File: src/rtl/dec_grant_sched_if.sv
// Request/grant bundle between the requesters and the decoder scheduler.
interface dec_grant_sched_if;
  logic [7:0] req;
  logic       done;
  logic [2:0] grant_idx;
  logic       grant_en;
  logic       busy;
  logic       timeout;

  modport master (
    output req,
    output done,
    input  grant_idx,
    input  grant_en,
    input  busy,
    input  timeout
  );

  modport slave (
    input  req,
    input  done,
    output grant_idx,
    output grant_en,
    output busy,
    output timeout
  );
endinterface

File: src/rtl/dec_grant_sched.sv
// Round-robin scheduler driving the select/enable pair of a 3-to-8 decoder,
// with a bounded hold time and a dead cycle between grants.
module dec_grant_sched #(
  parameter int unsigned HOLD_MAX = 16
) (
  input  logic              clk,
  input  logic              rst_n,
  dec_grant_sched_if.slave  bus
);

  localparam int unsigned CNT_W = $clog2(HOLD_MAX + 1);

  localparam logic [1:0] IDLE  = 2'd0;
  localparam logic [1:0] GRANT = 2'd1;
  localparam logic [1:0] GAP   = 2'd2;

  logic [1:0]       state, state_nx;
  logic [2:0]       ptr, ptr_nx;
  logic [CNT_W-1:0] cnt, cnt_nx;
  logic [2:0]       idx_r, idx_nx;
  logic             en_r, en_nx;
  logic             busy_r, busy_nx;
  logic             to_r, to_nx;
  logic [2:0]       win_c;
  logic             found_c;

  // First requester at or after ptr, wrapping modulo 8.
  always_comb begin
    win_c   = 3'd0;
    found_c = 1'b0;
    for (int i = 0; i < 8; i++) begin
      if (!found_c && bus.req[ptr + 3'(i)]) begin
        win_c   = ptr + 3'(i);
        found_c = 1'b1;
      end
    end
  end

  always_ff @(posedge clk) begin
    if (!rst_n) begin
      state  <= IDLE;
      ptr    <= 3'd0;
      cnt    <= '0;
      idx_r  <= 3'd0;
      en_r   <= 1'b0;
      busy_r <= 1'b0;
      to_r   <= 1'b0;
    end else begin
      state  <= state_nx;
      ptr    <= ptr_nx;
      cnt    <= cnt_nx;
      idx_r  <= idx_nx;
      en_r   <= en_nx;
      busy_r <= busy_nx;
      to_r   <= to_nx;
    end
  end

  always_comb begin
    state_nx = state;
    ptr_nx   = ptr;
    cnt_nx   = cnt;
    idx_nx   = idx_r;
    en_nx    = en_r;
    busy_nx  = busy_r;
    to_nx    = 1'b0;

    case (state)
      IDLE: begin
        if (found_c) begin
          idx_nx   = win_c;
          en_nx    = 1'b1;
          busy_nx  = 1'b1;
          cnt_nx   = CNT_W'(1);
          state_nx = GRANT;
        end
      end
      GRANT: begin
        // done and withdrawal outrank the hold limit, so they never flag timeout
        if (bus.done || !bus.req[idx_r] || (cnt == CNT_W'(HOLD_MAX))) begin
          state_nx = GAP;
          en_nx    = 1'b0;
          ptr_nx   = idx_r + 3'd1;
          to_nx    = !bus.done && bus.req[idx_r];
        end else begin
          cnt_nx = cnt + CNT_W'(1);
        end
      end
      GAP: begin
        busy_nx  = 1'b0;
        state_nx = IDLE;
      end
      default: begin
        state_nx = IDLE;
        en_nx    = 1'b0;
        busy_nx  = 1'b0;
      end
    endcase
  end

  assign bus.grant_idx = idx_r;
  assign bus.grant_en  = en_r;
  assign bus.busy      = busy_r;
  assign bus.timeout   = to_r;

endmodule
File: src/flat_wrapper.sv
// flat-port wrapper written by rule: the top's interface ports become plain ports
module dec_grant_sched_flat 
#(
  parameter int unsigned HOLD_MAX = 16
)
  (clk, rst_n, bus_req, bus_done, bus_grant_idx, bus_grant_en, bus_busy, bus_timeout);
  dec_grant_sched_if bus_i ();
  input  logic clk;
  input  logic rst_n;
  input wire logic [$bits(bus_i.req)-1:0] bus_req;
  input wire logic [$bits(bus_i.done)-1:0] bus_done;
  output wire logic [$bits(bus_i.grant_idx)-1:0] bus_grant_idx;
  output wire logic [$bits(bus_i.grant_en)-1:0] bus_grant_en;
  output wire logic [$bits(bus_i.busy)-1:0] bus_busy;
  output wire logic [$bits(bus_i.timeout)-1:0] bus_timeout;
  assign bus_i.req = bus_req;
  assign bus_i.done = bus_done;
  assign bus_grant_idx = bus_i.grant_idx;
  assign bus_grant_en = bus_i.grant_en;
  assign bus_busy = bus_i.busy;
  assign bus_timeout = bus_i.timeout;
  dec_grant_sched #(.HOLD_MAX(HOLD_MAX)) u_core (.clk(clk), .rst_n(rst_n), .bus(bus_i));
endmodule
File: config.mk
export PLATFORM = sky130hd
export DESIGN_NAME = dec_grant_sched_flat
export DESIGN_NICKNAME = d
export VERILOG_FILES = /design/src/rtl/dec_grant_sched_if.sv /design/src/rtl/dec_grant_sched.sv /design/src/flat_wrapper.sv
export SDC_FILE = /design/constraint.sdc
export NUM_CORES = 1
export LEC_CHECK = 0
export CORE_AREA = 2 2 65 67
export DETAILED_ROUTE_END_ITERATION = 10
export DIE_AREA = 0 0 67 69
export GPL_TIMING_DRIVEN = 0
export PLACE_DENSITY = 0.62
export SLEW_MARGIN = 20
export SYNTH_ARGS = -nofsm -noshare
export SYNTH_HDL_FRONTEND = slang
export SYNTH_SLANG_ARGS = --single-unit
File: constraint.sdc
create_clock -name clk -period 5.5 [get_ports clk]
set_clock_uncertainty 0.1 [all_clocks]
set_input_delay 1.65 -clock clk [delete_from_list [all_inputs] [get_ports clk]]
set_output_delay 1.65 -clock clk [all_outputs]
set_load 0.005 [all_outputs]
==> out/summary.md <==
Detailed routing
- 4 — number of optimization iterations in the first detailed-route pass
- 17.5 um — DR WL/cell
- 1570 — total vias in the final route
- 6.23 — post-DR vias/cell
- 107 — number of violations reported at the end of detailed-routing iteration 0
- 4410 um — detailed-route wire length
- 0 — antenna viol nets, final
- 0 — DRC violations left

Global route
- 1577 — vias in the first global route
- 11 — pin count of the biggest net entering global routing
- 20.6% — GRT Total Usage
- 7450 um — global-route wire length before repair
- 0 — number of antenna violations at the first check in global routing
- 0 — global route overflow

STA
- 77.7% — Tcrit/Tclk final
- 0 — Final Max Slew Viols
- 4270 ps — clock period minus worst slack
- 0 — final count of negative-setup-slack endpoints
- 0 ps — summed negative setup slack over all endpoints
- false — setup repair after global routing missed its margin
- 0 — final hold violation count
- 494 ps — actual transition at the worst max-transition pin
- 66.8% — worst slew margin relative to its limit
- 0.234 GHz — Max Fclk

Synth
- 198 — Synth Net Count
- 18.6% — Yosys top cell area share
- 16 — Synth Register Bits
- 47 — post-synthesis cell type count
- 182 — number of instances in the synthesized netlist
- 0% — async set-or-reset flop fraction in the synthesized netlist
- 1720 um^2 — cell area after synthesis
- 9.44 um^2 — post-synthesis area per instance
- dfxtp_1, nand2_1, nor2_1 — synth cell count leaders
- dfxtp_1 — most used flip-flop cell after synthesis
- dfxtp_1, mux4_2, mux4_1, mux2i_1, mux2_2 — dominant cells by area after synthesis
- dfxtp_1 — leading area contributor after synthesis
- 18.6% — Seq/Total Area, Yosys
- 0 — total of warnings raised by yosys
- 0 — Post-synth EDFFs
- dfxtp_1 — most frequent cell after synthesis

Final layout
- 16.2% — area growth from synthesis to layout
- 17.3% — fraction of final layout cells with drive strength greater than 1
- 51.0% — core occupancy in the finished layout
- 0 — diode insertion count for antenna repair
- 219 — Final #Nets

Outcome
- completed — outcome

Clock network
- 0 — count of hold-fix buffers inserted at cts
- 60 ps — CTS clk-pin slew, worst paths
- 16 — clock tree sinks
- 0 — post-cts repair resize count
- clkbuf_8 — clock root buffer master
- 3 — number of CTS-inserted buffers
- 250 ps — insertion delay of the later-clocked pin in the worst-skew pair
- 1 — H-Tree Depth
- 2 — number of buffers between clock root and the deepest sink
- 0 — total setup buffers inserted after CTS
- done — clock tree from TritonCTS

Critical path
- clkdlybuf4s50_1, mux4_1, a21oi_1, a32oi_4, or2_2, o22ai_1, o21ai_0, o31ai_1 — worst path cell trace
- 8 — maximum net fanout on the critical path
- flop — type of element capturing the critical path
- mux4_1 — slowest library cell on the worst path
- in2reg — Crit Path Category
- 4330 ps — arrival time of the worst setup path
- 5560 ps — Req. time, crit path
- 620 ps — critical path's largest stage delay
- primary input — startpoint type of the worst setup path

Floorplan
- 23 — Row Count
- 43.9% — initial core utilization
- 4620 um^2 — die area
- 17 — I/O pin count
- 67 um — horizontal extent of the die
- 69 um — Vert. Die Dim
- 3910 um^2 — Core Area

Placement
- 16 — number of buffer cells added on primary ports
- 3470 um — Detailed Place HPWL
- 0.888 — routability-driven placement congestion ratio

Power
- 62.8% — combinational share of power
- 351 nW/um^2 — PD cells
- 292 uW — P_sw
- 15.0% — portion of total power attributed to the clock network
- 41.7% — sw frac
- 22.3% — relative contribution of sequential cells to total power
- 0.000171 V — VDD IR max
- 408 uW — Internal
- 0.000719 uW — static power due to leakage

Flow run
- 0 — Max-Cap Viols

Min path
- reg2reg — path type of the worst min-delay path

## critical path: cells and delay by family
family,cells,cell delay [ps]
simple gates,1,380
buf+inv,1,530
mux,1,620
compound gates,5,1160
## flip-flops by register name, summed over array words and instances, names as in the netlist
signal                count
u_core.bus.busy           1
u_core.bus.grant_en       1
u_core.bus.grant_idx      3
u_core.bus.timeout        1
u_core.cnt                5
u_core.ptr                3
u_core.state              2
## layout by cell type, fill, tap and decap left out, types with 2 or more instances in the layout
| cell type | count |
|---|---|
| a2111oi_0 | 3 |
| a211oi_1 | 4 |
| a21oi_1 | 10 |
| a22oi_1 | 2 |
| a31oi_1 | 2 |
| and2_2 | 2 |
| clkbuf_1 | 4 |
| clkbuf_8 | 6 |
| clkdlybuf4s50_1 | 16 |
| dfxtp_1 | 16 |
| ha_1 | 5 |
| inv_1 | 10 |
| mux2_2 | 7 |
| mux2i_1 | 14 |
| mux4_1 | 6 |
| mux4_2 | 8 |
| nand2_1 | 15 |
| nand2b_1 | 3 |
| nand3_1 | 7 |
| nor2_1 | 15 |
| nor3_1 | 4 |
| nor4b_1 | 2 |
| o21ai_0 | 7 |
| o22ai_1 | 3 |
| o31ai_1 | 4 |
| or2_2 | 2 |
| xnor2_1 | 3 |
| xor2_1 | 2 |
## final timing paths
| path | start | to | slack [ps] | cells past startpoint |
|---|---|---|---|---|
| min | u_core.bus.busy$_SDFFE_PN0P_ | u_core.bus.busy$_SDFFE_PN0P_ | 390 | 2 |
| max reg2reg | u_core.ptr[1]$_SDFFE_PN0P_ | u_core.bus.grant_idx[0]$_SDFFE_PN0P_ | 1950 | 10 |
| max | bus_req[7] | u_core.bus.grant_idx[0]$_SDFFE_PN0P_ | 1230 | 8 |
| min reg2reg | u_core.bus.busy$_SDFFE_PN0P_ | u_core.bus.busy$_SDFFE_PN0P_ | 390 | 2 |
## area by class of cell
type | count | area [um^2]
Buffer | 10 | 85.1
Inverter | 10 | 37.5
Fill cell | 386 | 1920
Clock buffer | 4 | 55.1
Timing Repair Buffer | 16 | 160
Multi-Input combinational cell | 146 | 1270
Tap cell | 50 | 62.6
Sequential cell | 16 | 320
## metrics by stage
step	total power [uW]	hold slack (ps)	cells	setup slack (ps)	cell area [um^2]
6_report	700	393	252	1230	2000
5_1_grt	752	427	252	1100	2000
4_1_cts	699	398	252	1280	2000
2_1_floorplan	482	352	182	1870	1720
3_5_place_dp	591	388	248	1030	1940
3_3_place_gp	579	377	248	1060	1940
## power by group through the flow
stage          logic, uW  registers, uW  clock network [uW]
6_report             440            156                 105
2_1_floorplan        329            153                   0
3_3_place_gp         421            158                   0
5_1_grt              477            159                 116
4_1_cts              434            157                 109
3_5_place_dp         432            159                   0
## layer usage
| layer | track usage, % | routed length, um | vias to the layer above |
|---|---|---|---|
| li1 | - | - | 746 |
| met1 | 27.2 | 1880 | 763 |
| met2 | 33.6 | 2220 | 53 |
| met3 | 3.75 | 235 | 8 |
| met4 | 6.35 | 72 | 0 |
| met5 | 0 | 0 | - |
## cell families (layout without fill, tap and decap cells)
kind of cell	after synthesis	count (layout)	share of synthesized area, %
AND/OR/NAND/NOR	60	60	18.4
AO/OA/AOI/OAI	41	41	17.3
flip-flops	16	16	18.6
multiplexers	35	35	32.4
buffers and inverters	20	40	7.14
adder cells (fa/ha/maj)	5	5	3.64
XOR/XNOR	5	5	2.55
Note: power is estimated with default switching activity, not from simulation.
